`src/rtl/tdc_loop_filter.sv`:
```
// Type-II PI loop filter for a TDC-based ADPLL: phase-error accumulation, integral path,
// settle/acquire/track lock supervision and a clamped, registered DCO tuning word.
module tdc_loop_filter #(
    parameter int unsigned KP_ACQ_SH  = 2,
    parameter int unsigned KP_TRK_SH  = 5,
    parameter int unsigned KI_SH      = 8,
    parameter int unsigned DCO_MID    = 32768,
    parameter int unsigned LOCK_THR   = 2,
    parameter int unsigned UNLOCK_THR = 16,
    parameter int unsigned LOCK_CNT   = 8,
    parameter int unsigned SETTLE_N   = 2
) (
    input  logic        clk,
    input  logic        rst,
    input  logic        en,
    input  logic [11:0] fcw,
    input  logic [11:0] tdc_word,
    output logic [15:0] dco_ctrl,
    output logic        dco_valid,
    output logic        locked,
    output logic [11:0] err_out
);
    localparam int unsigned SCW = (SETTLE_N > 0) ? $clog2(SETTLE_N + 1) : 1;
    localparam int unsigned LCW = (LOCK_CNT > 0) ? $clog2(LOCK_CNT + 1) : 1;
    localparam logic [31:0] MID = 32'(DCO_MID);

    typedef enum logic [1:0] {SETTLE, ACQ, TRACK} state_t;

    state_t             state_q;
    logic [SCW-1:0]     settle_q;
    logic [LCW-1:0]     lock_cnt_q;
    logic signed [15:0] phe_q, phe_d;
    logic signed [23:0] integ_q, integ_d;
    logic [15:0]        dco_q, dco_d;
    logic               valid_q;
    logic               locked_q;
    logic [11:0]        err_q;

    logic [11:0]        err;
    logic [12:0]        abs_err;
    logic [16:0]        phe_sum;
    logic [24:0]        integ_sum;
    logic signed [15:0] phe_sh;
    logic signed [23:0] integ_sh;
    logic [31:0]        dco_sum;
    logic               in_lock;
    logic               out_lock;

    always_comb begin
        err     = fcw - tdc_word;
        // 13-bit magnitude so that -2048 maps to 2048 without overflow
        abs_err = err[11] ? (13'd0 - {1'b1, err}) : {1'b0, err};

        phe_sum = {phe_q[15], phe_q} + {{5{err[11]}}, err};
        if (phe_sum[16] != phe_sum[15]) begin
            phe_d = phe_sum[16] ? 16'sh8000 : 16'sh7FFF;
        end else begin
            phe_d = phe_sum[15:0];
        end

        integ_sum = {integ_q[23], integ_q} + {{9{phe_d[15]}}, phe_d};
        if (integ_sum[24] != integ_sum[23]) begin
            integ_d = integ_sum[24] ? 24'sh800000 : 24'sh7FFFFF;
        end else begin
            integ_d = integ_sum[23:0];
        end

        phe_sh   = (state_q == TRACK) ? (phe_d >>> KP_TRK_SH) : (phe_d >>> KP_ACQ_SH);
        integ_sh = integ_d >>> KI_SH;

        // Sum in 32 bits so negative results and values above 16 bits are both visible for clamping
        dco_sum = MID + {{16{phe_sh[15]}}, phe_sh} + {{8{integ_sh[23]}}, integ_sh};
        if (dco_sum[31]) begin
            dco_d = '0;
        end else if (|dco_sum[30:16]) begin
            dco_d = '1;
        end else begin
            dco_d = dco_sum[15:0];
        end

        in_lock  = 32'(abs_err) <= LOCK_THR;
        out_lock = 32'(abs_err) > UNLOCK_THR;
    end

    always_ff @(posedge clk) begin
        if (rst) begin
            state_q    <= SETTLE;
            settle_q   <= '0;
            lock_cnt_q <= '0;
            phe_q      <= '0;
            integ_q    <= '0;
            dco_q      <= 16'(DCO_MID);
            valid_q    <= 1'b0;
            locked_q   <= 1'b0;
            err_q      <= '0;
        end else if (en) begin
            err_q <= err;
            case (state_q)
                SETTLE: begin
                    valid_q <= 1'b0;
                    if (32'(settle_q) + 1 >= SETTLE_N) begin
                        state_q  <= ACQ;
                        settle_q <= '0;
                    end else begin
                        settle_q <= settle_q + SCW'(1);
                    end
                end
                default: begin
                    phe_q   <= phe_d;
                    integ_q <= integ_d;
                    dco_q   <= dco_d;
                    valid_q <= 1'b1;
                    if (state_q == ACQ) begin
                        if (!in_lock) begin
                            lock_cnt_q <= '0;
                        end else if (32'(lock_cnt_q) + 1 >= LOCK_CNT) begin
                            state_q    <= TRACK;
                            locked_q   <= 1'b1;
                            lock_cnt_q <= '0;
                        end else begin
                            lock_cnt_q <= lock_cnt_q + LCW'(1);
                        end
                    end else if (out_lock) begin
                        state_q    <= ACQ;
                        locked_q   <= 1'b0;
                        lock_cnt_q <= '0;
                    end
                end
            endcase
        end else begin
            valid_q <= 1'b0;
        end
    end

    assign dco_ctrl  = dco_q;
    assign dco_valid = valid_q;
    assign locked    = locked_q;
    assign err_out   = err_q;

endmodule
```
`config.mk`:
```
export PLATFORM = sky130hd
export DESIGN_NAME = tdc_loop_filter
export DESIGN_NICKNAME = d
export VERILOG_FILES = /design/src/rtl/tdc_loop_filter.sv
export SDC_FILE = /design/constraint.sdc
export NUM_CORES = 1
export LEC_CHECK = 0
export CAP_MARGIN = 0
export CORE_UTILIZATION = 55
export DETAILED_ROUTE_END_ITERATION = 6
export GPL_TIMING_DRIVEN = 0
export PLACE_DENSITY_LB_ADDON = 0.3
export SYNTH_ARGS = -nofsm -noshare
export SYNTH_HDL_FRONTEND = slang
export SYNTH_SLANG_ARGS = --single-unit
```
`constraint.sdc`:
```
create_clock -name clk -period 26.6 [get_ports clk]
set_input_delay 6.65 -clock clk [delete_from_list [all_inputs] [get_ports clk]]
set_output_delay 6.65 -clock clk [all_outputs]
set_load 0.05 [all_outputs]
```
Word-level counts from Yosys, hierarchy flattened:

Cells that the tools add are included.

* flip-flop bits (word level): 78
* latch bits: 0
* memory bits (writable): 0
* memory bits (read-only): 0
* bits of input ports: 27
* output and inout port bits: 30
* word-level logic and storage cells: 68
* memories: 0

* add/subtract/negate cells: 10
* $mul: 0
* divide/modulo/power cells: 0
* order comparisons: 4
* equal/unequal tests: 9
* shift operators: 0
* multiplexer cells: 24
* bitwise gates (word level): 2
* reduce and logical (&&, ||, !) cells: 10

Operators by type and width (count)
* 2-to-1 mux 16 bit: 4
* 2-to-1 mux 24 bit: 2
* 2-to-1 mux 13 bit: 2
* adder 24 x 16 -> 25 bit: 1
* adder 18 x 16 -> 19 bit: 1
* adder 17 x 14 -> 18 bit, first input constant: 1
* adder 16 x 12 -> 17 bit: 1
* 2-to-1 mux 4 bit: 4
* OR reduction 15 bit: 1
* 2-to-1 mux 2 bit: 7
* greater-than comparator 13 x 5 -> 1 bit, second input constant: 1
* less-or-equal comparator 13 x 2 -> 1 bit, second input constant: 1
* subtractor 1 x 13 -> 13 bit, first input constant: 1
* subtractor 12 bit: 1
* AND reduction 5 bit: 2
* adder 4 x 1 -> 5 bit, second input constant: 1
* >= comparator 5 x 4 -> 1 bit, second input constant: 1
* 2-to-1 mux 1 bit: 5
* adder 4 x 1 -> 4 bit, second input constant: 1
* inequality test 2 bit, second input constant: 2
* AND reduction 2 bit: 2
* adder 2 x 1 -> 3 bit, second input constant: 1
* >= comparator 3 x 2 -> 1 bit, second input constant: 1
* inequality test 3 x 1 -> 1 bit, second input constant: 1
* 12 further kinds: 14

Longest topological paths before layout:

* word-level depth: 11
* mapped depth: 50
* depth with buffers taken out: 46

Least setup slack after synthesis:

No wires, ideal clock.

* kind: input port to flip-flop
* start: input tdc_word[1]
* end: register dco_q[10] (netlist: dco_ctrl[10])
* setup time: 95 ps
* data arrival time: 16342 ps
* setup slack: 10163 ps
* stages: 48
* path buffers: 4
* path through: inv_1 -> ha_1 -> nor2b_1 -> o2111a_1 -> or3_4 -> a31o_1 -> a21oi_2 -> xnor2_1 -> ha_1 -> or2_2 -> a21oi_1 -> a31oi_1 -> a221o_1 -> a21o_1 -> a21o_1 -> xor2_1 -> ha_1 -> clkbuf_1 -> [12 not listed] -> ha_1 -> clkbuf_1 -> clkbuf_1 -> nor2_1 -> nor2_1 -> ha_1 -> fa_1 -> a21o_1 -> a21oi_1 -> o21bai_1 -> a31o_2 -> a21oi_1 -> or3_1 -> a21oi_1 -> a311oi_1 -> o21ai_2 -> buf_2 -> a221oi_1

* word-level cells in the longest chain between the ends: 11

Ends and longest elaborated chain
* from (decl): line 17 `input logic [11:0] tdc_word,`
* subtractor 12 bit *: line 50 `err = fcw - tdc_word;`
* net err[9]: line 39 `logic [11:0] err;`
* adder 16 x 12 -> 17 bit *: line 54 `phe_sum = {phe_q[15], phe_q} + {{5{err[11]}}, err};`
* 2-to-1 mux 16 bit or inequality test 1 bit (tied branches): line 56, 55
* 2-to-1 mux 16 bit *: line 55 `if (phe_sum[16] != phe_sum[15]) begin`
* net phe_d[8]: line 32 `logic signed [15:0] phe_q, phe_d;`
* adder 24 x 16 -> 25 bit *: line 61 `integ_sum = {integ_q[23], integ_q} + {{9{phe_d[15]}}, phe_d};`
* 2-to-1 mux 24 bit or inequality test 1 bit (tied branches): line 63, 62
* 2-to-1 mux 24 bit *: line 62 `if (integ_sum[24] != integ_sum[23]) begin`
* net integ_d[10]: line 33 `logic signed [23:0] integ_q, integ_d;`
* adder 18 x 16 -> 19 bit *: line 72 `dco_sum = MID + {{16{phe_sh[15]}}, phe_sh} + {{8{integ_sh[23]}}, integ_sh};`
* OR reduction 15 bit: line 75 `end else if (|dco_sum[30:16]) begin`
* 2-to-1 mux 16 bit: line 75
* 2-to-1 mux 16 bit *: line 73 `if (dco_sum[31]) begin`
* to (signal assigned): line 92 `dco_q <= 16'(DCO_MID);`
* to (signal assigned): line 111 `dco_q <= dco_d;`
* to (decl): line 34 `logic [15:0] dco_q, dco_d;`

Mark *: on every way through the listed nets, which the timed path passes. The rest lies on a longest branch.
A chain may end at the register's enable or synchronous reset.

Final worst setup path:

Ends and elaborated chain as after synthesis.

==> run_summary.xml <==
<?xml version="1.0" encoding="UTF-8"?>
<metrics>
  <group name="sta">
    <metric name="setup_ws" unit="ps">8450</metric>
    <metric name="final_count_of_hold_timing_violations" unit="">0</metric>
    <metric name="totalNegativeSetupSlack" unit="ps">0</metric>
    <metric name="slew_viol_final" unit="">0</metric>
    <metric name="timing.max_slew.rel_slack" unit="%">37.1</metric>
    <metric name="post-route-period-util" unit="%">68.2</metric>
    <metric name="skew" unit="ps">10.9</metric>
    <metric name="setup_viol" unit="">0</metric>
    <metric name="max_slew.worst_pin.slew" unit="ps">935</metric>
    <metric name="max_freq" unit="GHz">0.0551</metric>
    <metric name="rsz0062_at_grt" unit="">false</metric>
    <metric name="period_needed" unit="ps">18150</metric>
  </group>
  <group name="placed_design">
    <metric name="placement.io_buffers" unit="">56</metric>
    <metric name="dp_hpwl" unit="µm">12800</metric>
    <metric name="gpl.final_weighted_congestion" unit="">0.856</metric>
    <metric name="pre_cts_slack" unit="ps">8260</metric>
    <metric name="dpl_cell_area" unit="µm²">7420</metric>
  </group>
  <group name="worst_setup_path">
    <metric name="timing.critical_path.slowest_stage_cell" unit="">a21boi_0</metric>
    <metric name="timing.critical_path.slowest_cell_delay" unit="ps">620</metric>
    <metric name="crit_path_max_fanout" unit="">10</metric>
    <metric name="critical_path.endpoint_type" unit="">register</metric>
    <metric name="cp_data_required_time" unit="ps">26860</metric>
    <metric name="path_class" unit="">input port to register</metric>
    <metric name="timing.critical_path.from_type" unit="">input port</metric>
    <metric name="critical_path_arrival" unit="ps">18410</metric>
  </group>
  <group name="clock_network">
    <metric name="numCtsBuffers" unit="">9</metric>
    <metric name="postCtsHoldBufs" unit="">0</metric>
    <metric name="clkSinkCount" unit="">78</metric>
    <metric name="cts.htree.levels" unit="">3</metric>
    <metric name="post_cts_resize_count" unit="">0</metric>
    <metric name="worst_skew_pair.late_latency" unit="ps">360</metric>
    <metric name="cts_setup_buffers" unit="">0</metric>
    <metric name="cts_max_path_buffers" unit="">2</metric>
    <metric name="cts_tree" unit="">yes</metric>
    <metric name="clk_pin_slew" unit="ps">60</metric>
    <metric name="clock-root-buffer" unit="">clkbuf_16</metric>
  </group>
  <group name="logic_synthesis">
    <metric name="yosys.area.top_type" unit="">dfxtp_1</metric>
    <metric name="synthTopCellsByCount" unit="">100 x nor2_1, 91 x ha_1, 78 x dfxtp_1</metric>
    <metric name="postSynthAreaPerCell" unit="µm²">8.13</metric>
    <metric name="synth_warnings" unit="">0</metric>
    <metric name="postSynth.topFlopCell" unit="">dfxtp_1</metric>
    <metric name="synthesis.instances" unit="">822</metric>
    <metric name="synth.yosys.seq_area_share" unit="%">23.4</metric>
    <metric name="synth-async-reset-ratio" unit="%">0</metric>
    <metric name="yosysUniqueCellTypes" unit="">78</metric>
    <metric name="edff_count_synth" unit="">0</metric>
    <metric name="number_of_flip_flops_and_latches_in_the_synthesized_netlist" unit="">78</metric>
    <metric name="synth_area_leaders" unit="">dfxtp_1 23%, ha_1 17%, nor2_1 5.6%, a21oi_1 4.4%, xnor2_1 3.7%</metric>
    <metric name="syn_area" unit="µm²">6680</metric>
    <metric name="synth_top_cell_area_share" unit="%">23.4</metric>
    <metric name="yosysMostFrequentCell" unit="">nor2_1</metric>
    <metric name="synth.net_count" unit="">944</metric>
  </group>
  <group name="routing">
    <metric name="detail_route.drc_violations" unit="">2</metric>
    <metric name="detail_route.wl_per_cell" unit="µm">15.9</metric>
    <metric name="drt_iter0_markers" unit="">353</metric>
    <metric name="drt-total-wl" unit="µm">16500</metric>
    <metric name="vias_per_cell" unit="">5.91</metric>
    <metric name="initial_drt_pass_iterations" unit="">7</metric>
    <metric name="detail-route-antenna-nets" unit="">0</metric>
    <metric name="via_count" unit="">6131</metric>
  </group>
  <group name="outcome">
    <metric name="violations" unit="">design-rule violations</metric>
    <metric name="run_status" unit="">complete, but fails checks</metric>
  </group>
  <group name="die">
    <metric name="floorplan.die.height" unit="µm">112</metric>
    <metric name="die-width" unit="µm">112</metric>
    <metric name="core_area" unit="µm²">11600</metric>
    <metric name="num_rows" unit="">39</metric>
    <metric name="design.portCount" unit="">57</metric>
    <metric name="die_area" unit="µm²">12600</metric>
    <metric name="initial_core_util" unit="%">57.6</metric>
  </group>
  <group name="final_layout">
    <metric name="antennaDiodeCount" unit="">0</metric>
    <metric name="postLayoutCoreUtil" unit="%">66.5</metric>
    <metric name="nNetsFinal" unit="">1011</metric>
    <metric name="post_route_cells_drive_above_1_share" unit="%">5.48</metric>
    <metric name="final_area" unit="µm²">7730</metric>
    <metric name="synthToLayoutAreaGrowth" unit="%">15.6</metric>
  </group>
  <group name="global_routing">
    <metric name="global_routing_usage_summed_across_all_routing_layers" unit="%">27.6</metric>
    <metric name="grt_pass1_wl" unit="µm">27800</metric>
    <metric name="grt_max_degree" unit="">16</metric>
    <metric name="antenna_found_initial" unit="">0</metric>
    <metric name="first_global_vias" unit="">5814</metric>
    <metric name="grt_overflow" unit="">0</metric>
  </group>
  <group name="min_path">
    <metric name="timing.hold.worst.class" unit="">register to register</metric>
  </group>
  <group name="job">
    <metric name="cap_viol_max_count" unit="">0</metric>
  </group>
</metrics>
-- state kept, by name (all words and copies together) (netlist names) --
signal,cells
state_q,2
locked,1
dco_ctrl,16
phe_q,16
lock_cnt_q,4
err_out,12
integ_q,24
dco_valid,1
settle_q,2
-- final timing paths --
check	startpoint	endpoint	slack [ps]	depth (start not counted)
setup / recovery	tdc_word[1]	dco_ctrl[10]	8450	49
hold / removal	integ_q[15]	integ_q[15]	460	2
setup reg to reg	phe_q[1]	dco_ctrl[10]	16100	43
hold reg to reg	integ_q[15]	integ_q[15]	460	2
-- kinds of logic after synthesis --
logic type                 after synthesis  synth area share, %
DFF                                     78                 23.4
xor gates and xnor gates                57                 7.58
AOI/OAI and AO/OA                      253                 25.7
muxes                                   19                 2.99
adders and majority gates               95                 18.2
and+or+nand+nor                        243                 17.5
buffers and inverters                   77                 4.57
-- worst max-delay path: cells and delay by family --
family	cells	cell delay, ps
buf+inv	8	2030
compound gates	23	5340
xor+xnor	3	530
simple gates	8	1500
fa+ha+maj	7	2340
-- cells in the final DEF (no fill, tap or decap), types with 5 or more instances in the layout --
master	count
a221oi_1	14
nand2b_1	8
o21a_1	17
nor2_1	100
nor4_1	7
ha_1	91
a211oi_1	16
a21oi_1	59
clkbuf_16	9
nor3_1	17
inv_1	47
and2_1	7
nand2_1	54
clkbuf_1	22
a31oi_1	7
nand3_1	5
nor2b_1	12
xnor2_1	28
and3_1	5
o21bai_1	11
xor2_1	28
o21ai_1	7
dfxtp_1	78
or3_1	7
mux2i_1	16
clkdlybuf4s50_1	56
a21boi_0	6
o21ai_0	47
a21o_1	25
-- stage by stage --
stage / hold slack [ps] / std cells
after floorplan: 430 / 822
after global placement: 440 / 1021
after detailed placement: 452 / 1021
after CTS: 460 / 1037
after global routing: 485 / 1037
final: 456 / 1037
-- per-layer routing --
| metal | global-route usage (%) | vias up | part of all wire [%] | wire length [µm] |
|---|---|---|---|---|
| met5 | 0 | - | 0 | 0 |
| met4 | 9.96 | 0 | 2.0 | 333 |
| met3 | 4.27 | 27 | 4.6 | 762 |
| met2 | 48.6 | 143 | 48 | 7980 |
| met1 | 34.1 | 2843 | 45 | 7460 |
| li1 | - | 3118 | - | - |
-- cell type report --
cell class | count | area (µm²)
Timing Repair Buffer | 56 | 561
Buffer | 29 | 125
Clock inverter | 7 | 80.1
Tap cell | 143 | 179
Clock buffer | 9 | 225
Fill cell | 985 | 3880
Inverter | 48 | 180
Sequential cell | 78 | 1560
Multi-Input combinational cell | 667 | 4820
Power is left out: the tool's default activity adds up to more than one toggle a clock period on the data nets, which glitch-free logic cannot reach.
